==> src/rtl/dmem_access_ctrl.sv <==
// dmem_access_ctrl: MEM-stage to multi-cycle data memory sequencer; define DMEM_RANGE_CHECK_EN to add addr_fault range checking
module dmem_access_ctrl #(
  parameter int unsigned WAIT_CYCLES = 4,
  parameter logic [31:0] BASE_ADDR = 32'd1024,
  parameter int unsigned DEPTH_WORDS = 64,
  parameter int unsigned ADDR_W = 6
) (
  input  logic              clk,
  input  logic              rst,
  input  logic              MEMread,
  input  logic              MEMwrite,
  input  logic [31:0]       address,
  input  logic [31:0]       data,
  output logic [31:0]       MEM_result,
  output logic              ready,
  output logic [ADDR_W-1:0] mem_addr,
  output logic [31:0]       mem_wdata,
  output logic              mem_en,
  output logic              mem_we,
  input  logic [31:0]       mem_rdata
`ifdef DMEM_RANGE_CHECK_EN
  ,
  output logic              addr_fault
`endif
);
  localparam int unsigned CNT_W = (WAIT_CYCLES > 1) ? $clog2(WAIT_CYCLES) : 1;
  typedef enum logic [1:0] {IDLE, BUSY, DONE} state_t;
  state_t state, state_n;
  logic [CNT_W-1:0] cnt, cnt_n;
  logic en_n, we_n, req, bad;
  logic [ADDR_W-1:0] addr_n, idx;
  logic [31:0] wdata_n, res_n;
  assign req = MEMread | MEMwrite;
  assign idx = ADDR_W'((address - BASE_ADDR) >> 2);
  assign ready = (state == IDLE) ? ~req : (state == DONE);
`ifdef DMEM_RANGE_CHECK_EN
  logic fault_n;
  assign bad = (address < BASE_ADDR) ||
               ({1'b0, address} >= ({1'b0, BASE_ADDR} + 33'(4 * DEPTH_WORDS))) ||
               (address[1:0] != 2'b00);
`else
  assign bad = 1'b0;
`endif
  always_comb begin
    state_n = state;
    cnt_n = cnt;
    en_n = mem_en;
    we_n = mem_we;
    addr_n = mem_addr;
    wdata_n = mem_wdata;
    res_n = MEM_result;
`ifdef DMEM_RANGE_CHECK_EN
    fault_n = 1'b0;
`endif
    case (state)
      IDLE: if (req) begin
        state_n = bad ? DONE : BUSY;
        cnt_n = CNT_W'(WAIT_CYCLES - 1);
        en_n = ~bad;
        we_n = ~bad & ~MEMread;
        addr_n = idx;
        wdata_n = data;
        res_n = (bad & MEMread) ? '0 : MEM_result;
`ifdef DMEM_RANGE_CHECK_EN
        fault_n = bad;
`endif
      end
      BUSY: begin
        cnt_n = (cnt == '0) ? cnt : cnt - CNT_W'(1);
        if (cnt == '0) begin
          state_n = DONE;
          en_n = 1'b0;
          we_n = 1'b0;
          res_n = mem_we ? MEM_result : mem_rdata;
        end
      end
      DONE: state_n = IDLE;
      default: state_n = IDLE;
    endcase
  end
  always_ff @(posedge clk) begin
    if (rst) begin
      state <= IDLE;
      cnt <= '0;
      mem_en <= 1'b0;
      mem_we <= 1'b0;
      mem_addr <= '0;
      mem_wdata <= '0;
      MEM_result <= '0;
    end else begin
      state <= state_n;
      cnt <= cnt_n;
      mem_en <= en_n;
      mem_we <= we_n;
      mem_addr <= addr_n;
      mem_wdata <= wdata_n;
      MEM_result <= res_n;
    end
  end
`ifdef DMEM_RANGE_CHECK_EN
  always_ff @(posedge clk) addr_fault <= rst ? 1'b0 : fault_n;
`endif
endmodule
==> config.mk <==
export PLATFORM = sky130hd
export DESIGN_NAME = dmem_access_ctrl
export DESIGN_NICKNAME = d
export VERILOG_FILES = /design/src/rtl/dmem_access_ctrl.sv
export SDC_FILE = /design/constraint.sdc
export NUM_CORES = 1
export LEC_CHECK = 0
export BUFFER_PORTS_ARGS = -buffer_cell sky130_fd_sc_hd__buf_2
export CAP_MARGIN = 10
export CORE_ASPECT_RATIO = 0.9
export CORE_MARGIN = 2
export CORE_UTILIZATION = 39
export DETAILED_ROUTE_END_ITERATION = 8
export PLACE_DENSITY = 0.76
export SETUP_SLACK_MARGIN = 0.2
export SLEW_MARGIN = 20
export SYNTH_ARGS = -nofsm -noshare
export SYNTH_HDL_FRONTEND = slang
export SYNTH_SLANG_ARGS = --single-unit
==> constraint.sdc <==
create_clock -name clk -period 1.4 [get_ports clk]
set_clock_uncertainty 0.15 [all_clocks]
set_input_delay 0.28 -clock clk [delete_from_list [all_inputs] [get_ports clk]]
set_output_delay 0.28 -clock clk [all_outputs]
set_load 0.005 [all_outputs]
==> impl_metrics.json, run 1 <==
{
  "status": "complete, but fails checks",
  "violations": "setup timing",
  "grt_pass1_vias": 2876,
  "p_per_area_mw_per_mm2": 1130,
  "synth-main-ff-cell": "dfxtp_1",
  "regArea_mm2": 0.00162,
  "critical_path_required_ns": 1.50,
  "cap_violations": 0,
  "track_usage": 0.206,
  "slowest_delay_ns": 0.42,
  "cp_top_family": "simple AND/OR/NAND/NOR gates",
  "layout.nets": 626,
  "vias": 3164,
  "p_leak_nw": 2.15,
  "cp_slowest_cell": "and4bb_4",
  "tightest_slew_ns": 0.346,
  "crit_path_end_kind": "flip-flop",
  "use_met2": 0.349,
  "finalSetupViolCount": 66,
  "row_count": 29,
  "vdd_drop_max_mv": 0.640,
  "power.share.clock": 0.265,
  "synth_edf_count": 0,
  "wirelength_um": 9320,
  "rsz0062_at_grt": "yes",
  "antenna_found_initial": 0,
  "ys_ff_latch": 76,
  "min_period_ns": 1.59,
  "gr-total-overflow": 0,
  "power_switching_share": 0.294,
  "grt_use_met1": 0.251,
  "grt_pass1_wl_um": 13200,
  "async_flop_share": 0,
  "placed_cells": 570,
  "globalRouteMet3Util": 0.0378,
  "cts_buffer_depth": 2,
  "finalNonFillerCells": 621,
  "fin_util": 0.692,
  "area_growth_pct": 70.4,
  "mostFrequentLayoutCell": "buf_2",
  "viasPerCell": 5.10,
  "critPathBufInv": 3,
  "arrival_ns": 1.69,
  "drive_gt1_frac": 0.653,
  "drt-initial-drc-count": 186,
  "gp_congestion": 0.792,
  "layout_common_cells": "buf_2, dfxtp_2, nand2_1, a21oi_1, buf_6",
  "p_seq_frac": 0.451,
  "hold_buffers": 0,
  "yosysSeqAreaShare": 0.527,
  "first_pass_iters": 4,
  "ant_nets": 0,
  "fp.coreArea_mm2": 0.00711,
  "yosysWarnings": 0,
  "crit_fanout": 6,
  "diodes": 0,
  "worst-setup-path-type": "flip-flop to flip-flop",
  "finalHoldViolCount": 0,
  "max_freq_mhz": 630,
  "numCtsBuffers": 9,
  "die_h_um": 85.6,
  "hpwl_um": 5500,
  "cp-start-kind": "flip-flop",
  "ys_types": 26,
  "fill_cells": 544,
  "syn_inst": 345,
  "die_x_um": 94.7,
  "top_usage_layer": "met2",
  "clkLatencyLatePin_ns": 0.33,
  "avgSynthCellArea_um2": 8.37,
  "final.period_utilization": 1.13,
  "clock-root-buffer": "clkbuf_8",
  "p_comb_frac": 0.284,
  "clk_pin_slew_ns": 0.08,
  "fin_hold_ws_ns": 0.0256,
  "switchingPower_mw": 1.63,
  "drcViolationCount": 0,
  "cts_tree": "built",
  "die_area_mm2": 0.00811,
  "synthesis.nets": 447,
  "maxSlewViolCount": 0,
  "cts.sinks": 76,
  "io_pins": 173,
  "slew-limit-headroom": 0.769,
  "fin_ws_ns": -0.188,
  "htreeDepth": 3,
  "portBuffers": 146,
  "start_util": 0.406,
  "path_cells": "buf_4 > and4bb_4 > buf_12 > buf_12 > nand2_1 > a21oi_2",
  "wl_per_cell_um": 15.0,
  "grt_max_degree": 41,
  "multi_input_area_mm2": 0.00139,
  "synthesis.area_mm2": 0.00289,
  "cpMostUsedCell": "buf_12",
  "power.internal_mw": 3.92,
  "hold_class": "primary input to flip-flop"
}
## path summary, 6_finish.rpt
path / from / end / slack, ns / depth (start not counted)
min: mem_rdata[14] / MEM_result[14]$_SDFFE_PP0P_ / 0.03 / 3
max reg2reg: state[1]$_SDFFE_PP0P_ / MEM_result[13]$_SDFFE_PP0P_ / -0.19 / 6
max: state[1]$_SDFFE_PP0P_ / MEM_result[13]$_SDFFE_PP0P_ / -0.19 / 6
min reg2reg: MEM_result[17]$_SDFFE_PP0P_ / MEM_result[17]$_SDFFE_PP0P_ / 0.30 / 2
## state kept, by name (all words and copies together) (netlist names)
signal      cells
cnt             2
mem_we          1
mem_wdata      32
mem_en          1
state           2
mem_addr        6
MEM_result     32
## layer usage
| metal | wire [um] | share of wire | vias up |
|---|---|---|---|
| met3 | 539 | 0.058 | 18 |
| met1 | 3870 | 0.41 | 1472 |
| met5 | 0 | 0 | - |
| li1 | - | - | 1544 |
| met4 | 238 | 0.026 | 0 |
| met2 | 4680 | 0.50 | 130 |
## kinds of logic after synthesis
kind of cell / share of synthesized area
simple gates: 0.175
flops: 0.527
compound gates: 0.212
buf+inv: 0.0776
fa+ha+maj: 0.00866
## per-stage QoR
stage	area, um2	worst slack, ns	power (mW)	setup TNS [ns]
after CTS	4470	-0.185	5.29	-4.34
final	4920	-0.188	5.55	-5.92
after global routing	4920	-0.233	5.83	-9.39
after floorplan	2930	0.0299	3.08	0
after global placement	3780	-0.0189	3.48	-0.0502
after detailed placement	3780	-0.105	3.51	-0.607
## worst reg2reg max path: stages (launching register included)
cell      delay, ns
dfxtp_4        0.35
buf_4          0.15
and4bb_4       0.42
buf_12         0.13
buf_12         0.10
nand2_1        0.06
a21oi_2        0.15
## power groups by stage
stage          sequential, mW  clock [mW]  combinational, mW
6_report                 2.50        1.47               1.58
5_1_grt                  2.52        1.61               1.70
4_1_cts                  2.48        1.51               1.30
3_5_place_dp             2.49           0               1.02
3_3_place_gp             2.48           0              0.996
2_1_floorplan            2.50           0              0.576
## timing repair
item / 4_1_cts / 5_1_grt
cloned: 5 / 2
pin swaps: 5 / 9
endpoints found under the setup margin: 148 / 148
resized for setup: 125 / 72
buffers inserted: 14 / 15
## synthesized netlist by cell type (2+ instances only)
master | n | share of area
ha_1 | 2 | 0.0087
o21ai_0 | 35 | 0.061
nand3_1 | 38 | 0.066
buf_2 | 9 | 0.016
dfxtp_1 | 76 | 0.53
buf_1 | 4 | 0.0052
o21ai_1 | 3 | 0.0052
nor2_1 | 3 | 0.0039
nand2_1 | 66 | 0.086
buf_6 | 7 | 0.027
buf_4 | 4 | 0.010
inv_1 | 4 | 0.0052
clkbuf_1 | 8 | 0.010
a21oi_1 | 72 | 0.12
a211oi_2 | 2 | 0.0087
clkbuf_2 | 2 | 0.0035
## layout make-up
type | count | share of cell area
Multi-Input combinational cell | 231 | 0.282
Clock inverter | 4 | 0.00534
Tap cell | 93 | 0.0237
Inverter | 4 | 0.00305
Timing Repair Buffer | 202 | 0.327
Sequential cell | 76 | 0.330
Clock buffer | 11 | 0.0287
Power figures use the tool's default switching activity.
==> run 2, diff against run 1 <==
--- a/config.mk
+++ b/config.mk
@@ -8,11 +8,10 @@
 export BUFFER_PORTS_ARGS = -buffer_cell sky130_fd_sc_hd__buf_2
 export CAP_MARGIN = 10
 export CORE_ASPECT_RATIO = 0.9
-export CORE_MARGIN = 2
-export CORE_UTILIZATION = 39
+export CORE_MARGIN = 3
+export CORE_UTILIZATION = 43
 export DETAILED_ROUTE_END_ITERATION = 8
-export PLACE_DENSITY = 0.76
-export SETUP_SLACK_MARGIN = 0.2
+export PLACE_DENSITY = 0.8
 export SLEW_MARGIN = 20
 export SYNTH_ARGS = -nofsm -noshare
 export SYNTH_HDL_FRONTEND = slang
==> constraint.sdc (replaced) <==
create_clock -name clk -period 1.75 [get_ports clk]
set_clock_uncertainty 0.15 [all_clocks]
set_input_delay 0.35 -clock clk [delete_from_list [all_inputs] [get_ports clk]]
set_output_delay 0.35 -clock clk [all_outputs]
set_load 0.005 [all_outputs]
==> impl_metrics.json, run 2 (synthesis results as in run 1) <==
{
  "fp.coreArea_mm2": 0.00632,
  "wirelength_um": 7670,
  "crit_path_end_kind": "output port",
  "area_growth_pct": 33.4,
  "antenna_found_initial": 1,
  "hold_class": "primary input to flip-flop",
  "finalHoldViolCount": 0,
  "cts_buffer_depth": 2,
  "track_usage": 0.198,
  "drt-initial-drc-count": 168,
  "cts_tree": "built",
  "multi_input_area_mm2": 0.00115,
  "regArea_mm2": 0.00152,
  "cts.sinks": 76,
  "globalRouteMet3Util": 0.0676,
  "status": "complete, no violations",
  "slew-limit-headroom": 0.744,
  "path_cells": "o21ba_2 > nor2_1 > buf_2",
  "totalPowerFinal_mw": 4.02,
  "grt_max_degree": 52,
  "clock-root-buffer": "clkbuf_8",
  "drcViolationCount": 0,
  "grt_pass1_wl_um": 12400,
  "row_count": 27,
  "layout_common_cells": "buf_2, dfxtp_1, a21oi_1, nand2_1, nand3_1",
  "max_freq_mhz": 597,
  "wl_per_cell_um": 13.5,
  "cap_violations": 0,
  "io_pins": 173,
  "worst-setup-path-type": "flip-flop to output port",
  "rsz0062_at_grt": "no",
  "tightest_slew_ns": 0.383,
  "numCtsBuffers": 9,
  "htreeDepth": 3,
  "hpwl_um": 5390,
  "first_pass_iters": 4,
  "min_period_ns": 1.68,
  "slowest_delay_ns": 0.35,
  "start_util": 0.457,
  "die_h_um": 83.7,
  "p_leak_nw": 1.77,
  "use_met2": 0.333,
  "critPathBufInv": 1,
  "die_area_mm2": 0.00774,
  "grt_use_met1": 0.234,
  "gr-total-overflow": 0,
  "placed_cells": 554,
  "finalSetupViolCount": 0,
  "die_x_um": 92.4,
  "top_usage_layer": "met2",
  "portBuffers": 146,
  "layout.nets": 580,
  "final.period_utilization": 0.958,
  "diodes": 0,
  "clkLatencyLatePin_ns": 0.34,
  "maxSlewViolCount": 0,
  "viasPerCell": 5.02,
  "gp_congestion": 0.754,
  "hold_buffers": 0,
  "fill_cells": 594,
  "vias": 2859,
  "arrival_ns": 1.18,
  "critical_path_required_ns": 1.25,
  "cp_top_family": "flip-flops",
  "p_per_area_mw_per_mm2": 1040,
  "crit_fanout": 7,
  "vdd_drop_max_mv": 0.533,
  "drive_gt1_frac": 0.373,
  "mostFrequentLayoutCell": "buf_2",
  "clk_pin_slew_ns": 0.08,
  "grt_pass1_vias": 2638,
  "cp-start-kind": "flip-flop",
  "largest_registers": "MEM_result: 32 flops, mem_wdata: 32 flops, mem_addr: 6 flops",
  "finalNonFillerCells": 570,
  "cp_slowest_cell": "dfxtp_2",
  "ant_nets": 0
}
==> run 2: repair_timing <==
action,CTS,global route
pin swaps,0,1
gates resized for setup,2,2
endpoints found under the setup margin,33,5
buffers inserted,0,0
gates cloned,0,0
==> run 2: where the power goes <==
group	switching (mW)	internal (mW)	total [mW]
clock network	0.645	0.665	1.31
logic	0.423	0.339	0.761
registers	0.0695	1.88	1.95
==> run 2: path summary, 6_finish.rpt <==
path / end / cells past startpoint / startpoint / slack (ns)
max: ready / 3 / state[1]$_SDFFE_PP0P_ / 0.07
min: MEM_result[28]$_SDFFE_PP0P_ / 3 / mem_rdata[28] / 0.09
max reg2reg: MEM_result[2]$_SDFFE_PP0P_ / 5 / cnt[0]$_SDFFE_PP0P_ / 0.12
min reg2reg: MEM_result[1]$_SDFFE_PP0P_ / 2 / MEM_result[1]$_SDFFE_PP0P_ / 0.30
==> run 2: area by class of cell <==
class,instances,area share
flip-flops and latches,76,0.395
well taps,87,0.0283
inverters,4,0.00390
clock buffers,9,0.0322
repair buffers,156,0.222
clock inverters,7,0.0192
multi-input cells,231,0.299
==> run 2: worst reg2reg max path, cell delays in order, from the launching register on <==
cell	delay, ns
dfxtp_1	0.34
inv_1	0.09
ha_2	0.21
and4bb_4	0.50
nand2_1	0.11
a21oi_1	0.16
==> run 2: per-layer routing <==
layer	part of all wire	routed length (um)	up-vias
met5	0.0017	13	-
met3	0.058	448	13
met2	0.51	3920	96
met4	0.013	102	2
li1	-	-	1445
met1	0.42	3190	1303
==> run 2: metrics by stage <==
stage	setup WS [ns]	instance area (um2)	hold slack (ns)	util	setup TNS, ns
after global placement	-0.00627	3650	0.289	0.577	-0.0112
after global routing	0.0161	3850	0.0728	0.610	0
after detailed placement	-0.0689	3650	0.293	0.577	-0.804
after CTS	0.00665	3850	0.0742	0.609	0
after floorplan	0.242	2890	0.303	-	0
final	0.0736	3850	0.0914	0.610	0
